## src/rtl/usb_tx.sv

```systemverilog
// usb_tx: full-speed USB transmitter.
// Serialises SYNC, PID, optional FIFO data and CRC16, with bit stuffing and
// NRZI encoding, then drives EOP onto d_plus/d_minus.
// Optional build macro USB_TX_ZLP_EN: when defined, a DATA0/DATA1 request with
// an empty FIFO sends a zero-length packet instead of raising tx_error.
module usb_tx #(
    parameter int CLKS_PER_BIT   = 4,
    parameter int MAX_DATA_BYTES = 64
) (
    input  logic       clk,
    input  logic       n_rst,
    input  logic [2:0] tx_packet,
    input  logic [7:0] tx_packet_data,
    input  logic [6:0] buffer_occupancy,
    output logic       get_tx_packet_data,
    output logic       tx_transfer_active,
    output logic       tx_error,
    output logic       d_plus,
    output logic       d_minus
);

    localparam int CW = (CLKS_PER_BIT > 1) ? $clog2(CLKS_PER_BIT) : 1;
    localparam int BW = $clog2(MAX_DATA_BYTES + 1);

    typedef enum logic [2:0] {
        S_IDLE, S_SYNC, S_PID, S_DATA, S_CRC1, S_CRC2, S_EOP_SE0, S_EOP_J
    } state_t;

    state_t          r_state;
    logic [CW-1:0]   r_clk_cnt;
    logic [2:0]      r_bit_cnt;
    logic [7:0]      r_shift;     // r_shift[0] is the bit currently on the line
    logic [2:0]      r_ones;      // run of consecutive 1s in the pre-NRZI stream
    logic [15:0]     r_crc;       // bit-reversed register: r_crc[0] holds x^15
    logic [BW-1:0]   r_bytes;
    logic [2:0]      r_code;
    logic            r_get;
    logic            r_active;
    logic            r_err;
    logic            r_dp;
    logic            r_dm;

    logic            w_zlp_block;
    logic            w_is_data_req;
    logic            w_req_reject;
    logic            w_req_accept;
    logic            w_bit_end;
    logic            w_serial;
    logic            w_stuff;
    logic            w_advance;
    logic            w_byte_end;
    logic            w_is_data_pkt;
    logic            w_can_pop;
    logic [7:0]      w_pid_byte;
    state_t          w_next_state;
    logic [7:0]      w_load_byte;
    logic            w_pop;
    logic            w_fire;
    logic            w_bit;
    logic            w_crc_en;
    logic [15:0]     w_crc_next;

`ifdef USB_TX_ZLP_EN
    assign w_zlp_block = 1'b0;
`else
    assign w_zlp_block = (buffer_occupancy == 7'd0);
`endif

    // Request decode: codes 6/7 and (without ZLP) empty-FIFO data requests are rejected.
    always_comb begin
        w_is_data_req = (tx_packet == 3'd1) || (tx_packet == 3'd2);
        w_req_reject  = (tx_packet[2:1] == 2'b11) || (w_is_data_req && w_zlp_block);
        w_req_accept  = (tx_packet != 3'd0) && !w_req_reject;
    end

    // Bit timing and packet-level helpers.
    always_comb begin
        w_bit_end     = (r_clk_cnt == CW'(CLKS_PER_BIT - 1));
        w_serial      = r_state inside {S_SYNC, S_PID, S_DATA, S_CRC1, S_CRC2};
        w_stuff       = w_bit_end && w_serial && (r_ones == 3'd6);
        w_advance     = w_bit_end && w_serial && (r_ones != 3'd6);
        w_byte_end    = w_advance && (r_bit_cnt == 3'd7);
        w_is_data_pkt = (r_code == 3'd1) || (r_code == 3'd2);
        w_can_pop     = (buffer_occupancy != 7'd0) && (r_bytes < BW'(MAX_DATA_BYTES));
        case (r_code)
            3'd1:    w_pid_byte = 8'hC3;
            3'd2:    w_pid_byte = 8'h4B;
            3'd3:    w_pid_byte = 8'hD2;
            3'd4:    w_pid_byte = 8'h5A;
            default: w_pid_byte = 8'h1E;
        endcase
    end

    // Byte-boundary decision: which field follows and which byte it loads.
    always_comb begin
        w_next_state = r_state;
        w_load_byte  = 8'h00;
        w_pop        = 1'b0;
        if (w_byte_end) begin
            case (r_state)
                S_SYNC: begin
                    w_next_state = S_PID;
                    w_load_byte  = w_pid_byte;
                end
                S_PID, S_DATA: begin
                    if (r_state == S_PID && !w_is_data_pkt) begin
                        w_next_state = S_EOP_SE0;
                    end else if (w_can_pop) begin
                        w_next_state = S_DATA;
                        w_load_byte  = tx_packet_data;
                        w_pop        = 1'b1;
                    end else begin
                        w_next_state = S_CRC1;
                        w_load_byte  = ~r_crc[7:0];
                    end
                end
                S_CRC1: begin
                    w_next_state = S_CRC2;
                    w_load_byte  = ~r_crc[15:8];
                end
                default: w_next_state = S_EOP_SE0;
            endcase
        end
    end

    // Which pre-NRZI bit (if any) starts on this edge, and whether it feeds the CRC.
    always_comb begin
        w_fire = 1'b0;
        w_bit  = 1'b0;
        if (r_state == S_IDLE) begin
            w_fire = w_req_accept;          // first SYNC bit is a 0
        end else if (w_stuff) begin
            w_fire = 1'b1;
        end else if (w_advance) begin
            if (r_bit_cnt != 3'd7) begin
                w_fire = 1'b1;
                w_bit  = r_shift[1];
            end else if (w_next_state != S_EOP_SE0) begin
                w_fire = 1'b1;
                w_bit  = w_load_byte[0];
            end
        end
        w_crc_en   = w_advance && (((r_bit_cnt != 3'd7) && (r_state == S_DATA)) ||
                                   ((r_bit_cnt == 3'd7) && (w_next_state == S_DATA)));
        w_crc_next = {1'b0, r_crc[15:1]} ^ ((r_crc[0] ^ w_bit) ? 16'hA001 : 16'h0000);
    end

    // Transmit FSM: serialiser, stuffing run counter, CRC, NRZI line and strobes.
    always_ff @(posedge clk or negedge n_rst) begin
        if (!n_rst) begin
            r_state   <= S_IDLE;
            r_clk_cnt <= '0;
            r_bit_cnt <= 3'd0;
            r_shift   <= 8'h00;
            r_ones    <= 3'd0;
            r_crc     <= 16'hFFFF;
            r_bytes   <= '0;
            r_code    <= 3'd0;
            r_get     <= 1'b0;
            r_active  <= 1'b0;
            r_err     <= 1'b0;
            r_dp      <= 1'b1;
            r_dm      <= 1'b0;
        end else begin
            r_get     <= w_pop;
            r_err     <= (r_state == S_IDLE) && (tx_packet != 3'd0) && w_req_reject;
            r_clk_cnt <= ((r_state == S_IDLE) || w_bit_end) ? '0 : r_clk_cnt + 1'b1;
            if (w_fire) begin
                if (!w_bit) begin
                    r_dp   <= ~r_dp;        // NRZI: a 0 toggles the line
                    r_dm   <= r_dp;
                    r_ones <= 3'd0;
                end else begin
                    r_ones <= r_ones + 3'd1;
                end
            end
            if (w_crc_en) begin
                r_crc <= w_crc_next;
            end
            case (r_state)
                S_IDLE: begin
                    r_bit_cnt <= 3'd0;
                    r_bytes   <= '0;
                    r_crc     <= 16'hFFFF;
                    if (w_req_accept) begin
                        r_code   <= tx_packet;
                        r_state  <= S_SYNC;
                        r_active <= 1'b1;
                        r_shift  <= 8'h80;
                    end
                end
                S_EOP_SE0: begin
                    if (w_bit_end) begin
                        if (r_bit_cnt[0]) begin
                            r_state   <= S_EOP_J;
                            r_bit_cnt <= 3'd0;
                            r_dp      <= 1'b1;
                            r_dm      <= 1'b0;
                        end else begin
                            r_bit_cnt <= 3'd1;
                        end
                    end
                end
                S_EOP_J: begin
                    if (w_bit_end) begin
                        r_state  <= S_IDLE;
                        r_active <= 1'b0;
                    end
                end
                default: begin
                    // A stuffed bit leaves the bit counter and shifter untouched.
                    if (w_advance) begin
                        r_bit_cnt <= r_bit_cnt + 3'd1;
                        if (r_bit_cnt == 3'd7) begin
                            r_state <= w_next_state;
                            r_shift <= w_load_byte;
                            if (w_pop) begin
                                r_bytes <= r_bytes + 1'b1;
                            end
                            if (w_next_state == S_EOP_SE0) begin
                                r_dp <= 1'b0;
                                r_dm <= 1'b0;
                            end
                        end else begin
                            r_shift <= {1'b0, r_shift[7:1]};
                        end
                    end
                end
            endcase
        end
    end

    assign get_tx_packet_data = r_get;
    assign tx_transfer_active = r_active;
    assign tx_error           = r_err;
    assign d_plus             = r_dp;
    assign d_minus            = r_dm;

endmodule

```

## config.mk

```make
export PLATFORM = sky130hd
export DESIGN_NAME = usb_tx
export DESIGN_NICKNAME = d
export VERILOG_FILES = /design/src/rtl/usb_tx.sv
export SDC_FILE = /design/constraint.sdc
export NUM_CORES = 1
export LEC_CHECK = 0
export CORE_UTILIZATION = 31
export CTS_CLUSTER_DIAMETER = 80
export DETAILED_ROUTE_END_ITERATION = 16
export PLACE_DENSITY = 0.49
export RECOVER_POWER = 25
export SLEW_MARGIN = 10
export SYNTH_ARGS = -nofsm -noshare
export SYNTH_HDL_FRONTEND = slang
export SYNTH_SLANG_ARGS = --single-unit
```

## constraint.sdc

```tcl
create_clock -name clk -period 3 [get_ports clk]
set_input_delay 0.75 -clock clk [delete_from_list [all_inputs] [get_ports clk]]
set_output_delay 0.75 -clock clk [all_outputs]
set_load 0.01 [all_outputs]
```

Word-level counts from Yosys, hierarchy flattened
Cells that the tools add are included.

word-level totals
  register bits after elaboration = 50
  bits of input ports = 20
  word-level logic and storage cells = 159

operators by class
  $add $sub $neg = 4
  $lt $le $gt $ge = 1
  equal/unequal tests = 26
  muxes and demuxes = 66
  bitwise gates (word level) = 7
  reductions and logical operators = 42

operators with widths
  operator                                             number
  two-way mux 16 bit                                   3
  two-way mux 8 bit                                    6
  two-way mux 3 bit                                    12
  case mux 8 bit (4 select lines)                      1
  two-way mux 1 bit                                    31
  case mux 3 bit (3 select lines)                      3
  equality test 3 bit, second input constant           8
  case mux 8 bit (3 select lines)                      1
  two-way mux 7 bit                                    3
  equality test 3 x 2 -> 1 bit, second input constant  6
  NOT 8 bit                                            2
  case mux 8 bit (2 select lines)                      1
  XOR 15 x 16 -> 16 bit                                1
  case mux 7 bit (2 select lines)                      1
  logical AND 1 bit                                    13
  nonzero test 2 bit                                   5
  equality test 3 x 1 -> 1 bit, second input constant  3
  inequality test 3 bit, second input constant         3
  AND reduction 3 bit                                  3
  inequality test 2 bit, second input constant         4
  nonzero test 4 bit                                   2
  adder 7 x 1 -> 7 bit, second input constant          1
  logical NOT 7 bit                                    1
  less-than comparator 7 bit, second input constant    1
  17 further kinds                                     31

Depth between registers and ports, before layout
  depth in word-level cells = 19
  gate-level depth with buffers = 12
  depth with buffers taken out = 10

Least setup slack after synthesis
No wires, ideal clock.

  path type = input to register
  start point = input port buffer_occupancy[2]
  end point = register r_dm (netlist: d_minus)
  library setup time = 0.137 ns
  arrival = 2.219 ns
  setup slack = 0.644 ns
  stages = 7
  buffers on the path = 0
  path through = nor4_2 a31oi_1 o31a_1 o21bai_2 nand2_2 mux2i_1 a211oi_2

on the way
  longest elaborated chain between the ends = 18
  elaborated cells on any way between the ends = 35

RTL lines
  what                               RTL line  source
  from (decl)                        14        input logic [6:0] buffer_occupancy,
  nonzero test 7 bit                 84        w_can_pop = (buffer_occupancy != 7'd0) && (r_bytes < BW'(MAX_DATA_BYTES));
  logical AND 1 bit                  84
  two-way mux 3 bit                  108       end else if (w_can_pop) begin
  two-way mux 3 bit                  106       if (r_state == S_PID && !w_is_data_pkt) begin
  case mux 3 bit (3 select lines)    100       case (r_state)
  two-way mux 3 bit                  99        if (w_byte_end) begin
  inequality test 3 bit              138       end else if (w_next_state != S_EOP_SE0) begin
  two-way mux 1 bit                  138
  [... 2 more ...]                   --
  two-way mux 1 bit                  132       end else if (w_stuff) begin
  two-way mux 1 bit                  130       if (r_state == S_IDLE) begin
  two-way mux 1 bit                  169       if (!w_bit) begin
  two-way mux 1 bit                  168       if (w_fire) begin
  two-way mux 1 bit                  220       if (w_next_state == S_EOP_SE0) begin
  two-way mux 1 bit                  214       if (r_bit_cnt == 3'd7) begin
  two-way mux 1 bit                  212       if (w_advance) begin
  case mux 1 bit (2 select lines) *  180       case (r_state)
  to (signal assigned)               171       r_dm <= r_dp;
  to (decl)                          41        logic r_dm;

Mark *: on every way between the ends. The rest lies on a longest branch, timed or not.
A chain may end at the register's enable or synchronous reset.

Worst setup path in the final report
  start point = input port buffer_occupancy[2]
  end point = register r_crc[13]

on the way
  longest elaborated chain between the ends = 17
  elaborated cells on any way between the ends = 26

RTL lines
  what                             RTL line  source
  nonzero test 7 bit *             84
  logical AND 1 bit *              84
  two-way mux 3 bit                108
  two-way mux 3 bit                106
  case mux 3 bit (3 select lines)  100
  two-way mux 3 bit                99
  inequality test 3 bit            138
  two-way mux 1 bit                138
  two-way mux 1 bit                135       if (r_bit_cnt != 3'd7) begin
  two-way mux 1 bit                134       end else if (w_advance) begin
  two-way mux 1 bit                132
  two-way mux 1 bit                130
  XOR 1 bit                        145       w_crc_next = {1'b0, r_crc[15:1]} ^ ((r_crc[0] ^ w_bit) ? 16'hA001 : 16'h0000);
  two-way mux 16 bit               145
  XOR 15 x 16 -> 16 bit            145
  two-way mux 16 bit               177       if (w_crc_en) begin
  two-way mux 16 bit               180
  to (signal assigned)             178       r_crc <= w_crc_next;
  to (decl)                        34        logic [15:0] r_crc;

Mark *: on every way between the ends. The rest lies on a longest branch, timed or not. The select of a mux whose other input is x is not followed.

==> reports/summary.txt <==
nets: 346
Worst EP arrival: 2.87 ns
fraction of layout cells with a size suffix above 1: 0.178
1st-iter DRT viols: 86
crit path capture type: register
worst min path class: register to register
Clock transition at path regs: 0.09 ns
combinational group share of total power: 0.378
max cap viols: 1
fin crit share: 0.875
post-synth cell types: 60
Synth area leaders: dfrtp_1, dfstp_2, a21oi_1
Final Hold Fails: 0
Avg WL per Cell: 15.7 um
post-synthesis sequential area ratio: 0.451
CP Max Fanout: 3
first-pass GRT wire length: 11100 um
multi-input logic area: 1400 um^2
Ant. Diodes: 0
largest net degree at the start of global routing: 35
post_cts resized: 0
Hold Buf Count CTS: 0
reg2reg end: r_bytes[5]$_DFFE_PN0P_
sequential cell area: 1250 um^2
Seq cells post-synth: 49
die footprint: 9310 um^2
die width: 96.5 um
Async SR Flop Fraction: 1.00
Num CTS Buffers: 5
commonest cells after routing, fill and taps aside: a21oi_1, dfrtp_1, nand2_1
EDFF count, synth: 0
post-synthesis compound-gate area fraction: 0.261
peak supply drop: 0.211 mV
Simple-Gate Fraction of Synth Area: 0.170
setup repair bufs after CTS: 0
sw frac: 0.370
Crit. Startpoint: buffer_occupancy[2]
Pleak: 1.30 nW
Post-Route Setup TNS: 0 ns
YS warnings: 0
Mapped Area: 2770 um^2
pre-CTS setup slack: 0.0678 ns
Worst Reg-to-Reg Cells: 9
HPWL Detailed: 4900 um
Pwr Density: 671 nW/um^2
Seq pwr share: 0.422
gr usage total: 0.156
Int Pwr: 0.00138 W
status: finished with violations
Final WS setup: 0.375 ns
total grt overflow: 0
mux cell area share after synthesis: 0.0154
Critical Path Start Type: primary input
Yosys top cell by area: dfrtp_1
# setup viols final: 0
row count: 34
largest family of logic cells by synthesized area: compound AO/OA/AOI/OAI gates
RR Startpoint: r_bit_cnt[0]$_DFFE_PN0P_
RSZ-0062 raised after global routing: false
initial antenna violation count: 0
actual slew at the worst max-slew pin: 1.85 ns
die height: 96.5 um
I/O pin cnt: 25
Pre-antenna DRT Iters: 5
Slew Limit Fails: 35
Post-Synth XOR/XNOR Area: 0.0317
post-synth top area share: 0.289
Worst setup endpoint: r_crc[13]$_DFFE_PN1P_
core area: 8680 um^2
minimum clock period: 2.62 ns
worst setup path category: primary input to register
syn nets: 316
clock skew: 0.0107 ns
number of global-route vias before repair: 2123
CTS Buffer Depth: 2
cells after synthesis: 290
r2r setup slk: 0.41 ns
DRC: 0
clk_lat worst skew: 0.30 ns
Initial Utilization: 0.319
Net Switching: 0.000812 W
Vias/cell: 5.28
number of fill cells: 898
TritonCTS clock tree: built
Final Cell Area: 3270 um^2
Worst slew margin: -0.233
Synth-to-Final Area Change: 18.2%
root buffer cell: clkbuf_8
gpl congestion: 0.753
Port Buffer Count: 24
Placed Area: 3170 um^2
Post-Syn Area per Cell: 9.54 um^2
H-tree depth: 2
adder-cell share of the synthesized area: 0.0271
Worst EP required: 3.24 ns
Vias: 2263
Main synth FF type: dfrtp_1
Sinks on Clock Net: 49
Clock power frac: 0.200
Detailed Route WL: 6730 um
FMAX: 381 MHz
failing checks: capacitance limit, slew limit
Post-DRT Antenna Nets: 0
## metal layers
| layer | vias up | global-route usage | wire, um |
|---|---|---|---|
| met5 | - | 0 | 0 |
| met4 | 0 | 0.0404 | 80 |
| met3 | 6 | 0.0211 | 187 |
| met2 | 37 | 0.244 | 2970 |
| met1 | 1103 | 0.226 | 3490 |
| li1 | 1117 | - | - |
## synth_stat cells (2+ instances only)
library cell  instances
nand2_1              25
a31oi_1               4
mux2i_1               2
o31ai_1               2
o21ai_0              17
inv_1                10
a21oi_2               2
dfrtp_1              32
mux2_2                2
nor2b_1               7
o22a_1               18
nand4_2               2
nand3_1               7
and4_1                2
o211ai_1              2
xnor2_1               5
xor2_1                5
clkbuf_1              8
buf_4                 2
nor2_1               23
nand2b_1              2
nor3_1                4
ha_1                  6
buf_2                 5
or3_1                 3
dfstp_2              17
a21oi_1              32
o22ai_1               9
o32ai_1               2
nor3b_1               3
## through the flow
step | hold WS [ns] | power (W) | util | std cells
after floorplan | 0.415 | 0.00151 | - | 290
after global placement | 0.426 | 0.00176 | 0.365 | 421
after detailed placement | 0.432 | 0.00177 | 0.365 | 421
after CTS | 0.444 | 0.00222 | 0.377 | 429
after global routing | 0.478 | 0.00236 | 0.377 | 429
final | 0.440 | 0.00219 | 0.377 | 429
## cell families (layout without fill, tap and decap cells)
family                   after synthesis  after routing
AO/OA/AOI/OAI                        105            105
XOR/XNOR                              10             10
adder cells (fa/ha/maj)                6              6
buffers and inverters                 27             58
flip-flops                            49             49
multiplexers                           4              4
AND/OR/NAND/NOR                       89             89
## power by group through the flow
stage | Combinational, W | Sequential [W] | Clock [W]
2_1_floorplan | 0.000607 | 0.000899 | 0
3_3_place_gp | 0.000827 | 0.000932 | 0
3_5_place_dp | 0.000831 | 0.000937 | 0
4_1_cts | 0.000837 | 0.000926 | 0.000453
5_1_grt | 0.000934 | 0.000948 | 0.000477
6_report | 0.000828 | 0.000927 | 0.000439
## critical path, cell delays in order
cell and delay [ns]:
clkdlybuf4s50_1 0.44, nor4_2 0.40, buf_4 0.19, a22oi_1 0.06, a21oi_1 0.26, o31ai_4 0.08, buf_4 0.16, xnor2_1 0.22
xnor2_1 0.17, o22a_1 0.16
## cell type report
class / count / area share
clock buffer: 7 / 0.0299
clock inverter: 1 / 0.00153
inverter: 11 / 0.0126
multi-input combinational: 214 / 0.427
sequential: 49 / 0.382
tap: 108 / 0.0413
timing repair buffer: 39 / 0.106
## worst min-delay path by stage
| stage | start | endpoint | slack (ns) | cells after the start |
|---|---|---|---|---|
| final | r_clk_cnt[0]$_DFF_PN0_ | r_clk_cnt[0]$_DFF_PN0_ | 0.44 | 1 |
| after detailed placement | r_clk_cnt[0]$_DFF_PN0_ | r_clk_cnt[0]$_DFF_PN0_ | 0.43 | 1 |
| after global placement | r_clk_cnt[0]$_DFF_PN0_ | r_clk_cnt[0]$_DFF_PN0_ | 0.43 | 1 |
| after global routing | r_clk_cnt[0]$_DFF_PN0_ | r_clk_cnt[0]$_DFF_PN0_ | 0.48 | 1 |
| after floorplan | r_clk_cnt[0]$_DFF_PN0_ | r_clk_cnt[0]$_DFF_PN0_ | 0.41 | 1 |
| after CTS | r_clk_cnt[0]$_DFF_PN0_ | r_clk_cnt[0]$_DFF_PN0_ | 0.44 | 1 |
## sequential cells by signal, summed over array words and instances, names as in the netlist
name	flops
r_code	3
r_crc	16
r_state	3
r_ones	3
r_bit_cnt	3
tx_transfer_active	1
tx_error	1
r_bytes	7
r_clk_cnt	2
get_tx_packet_data	1
r_shift	7
d_plus	1
d_minus	1
No activity file was read; power rests on OpenSTA's default activity.
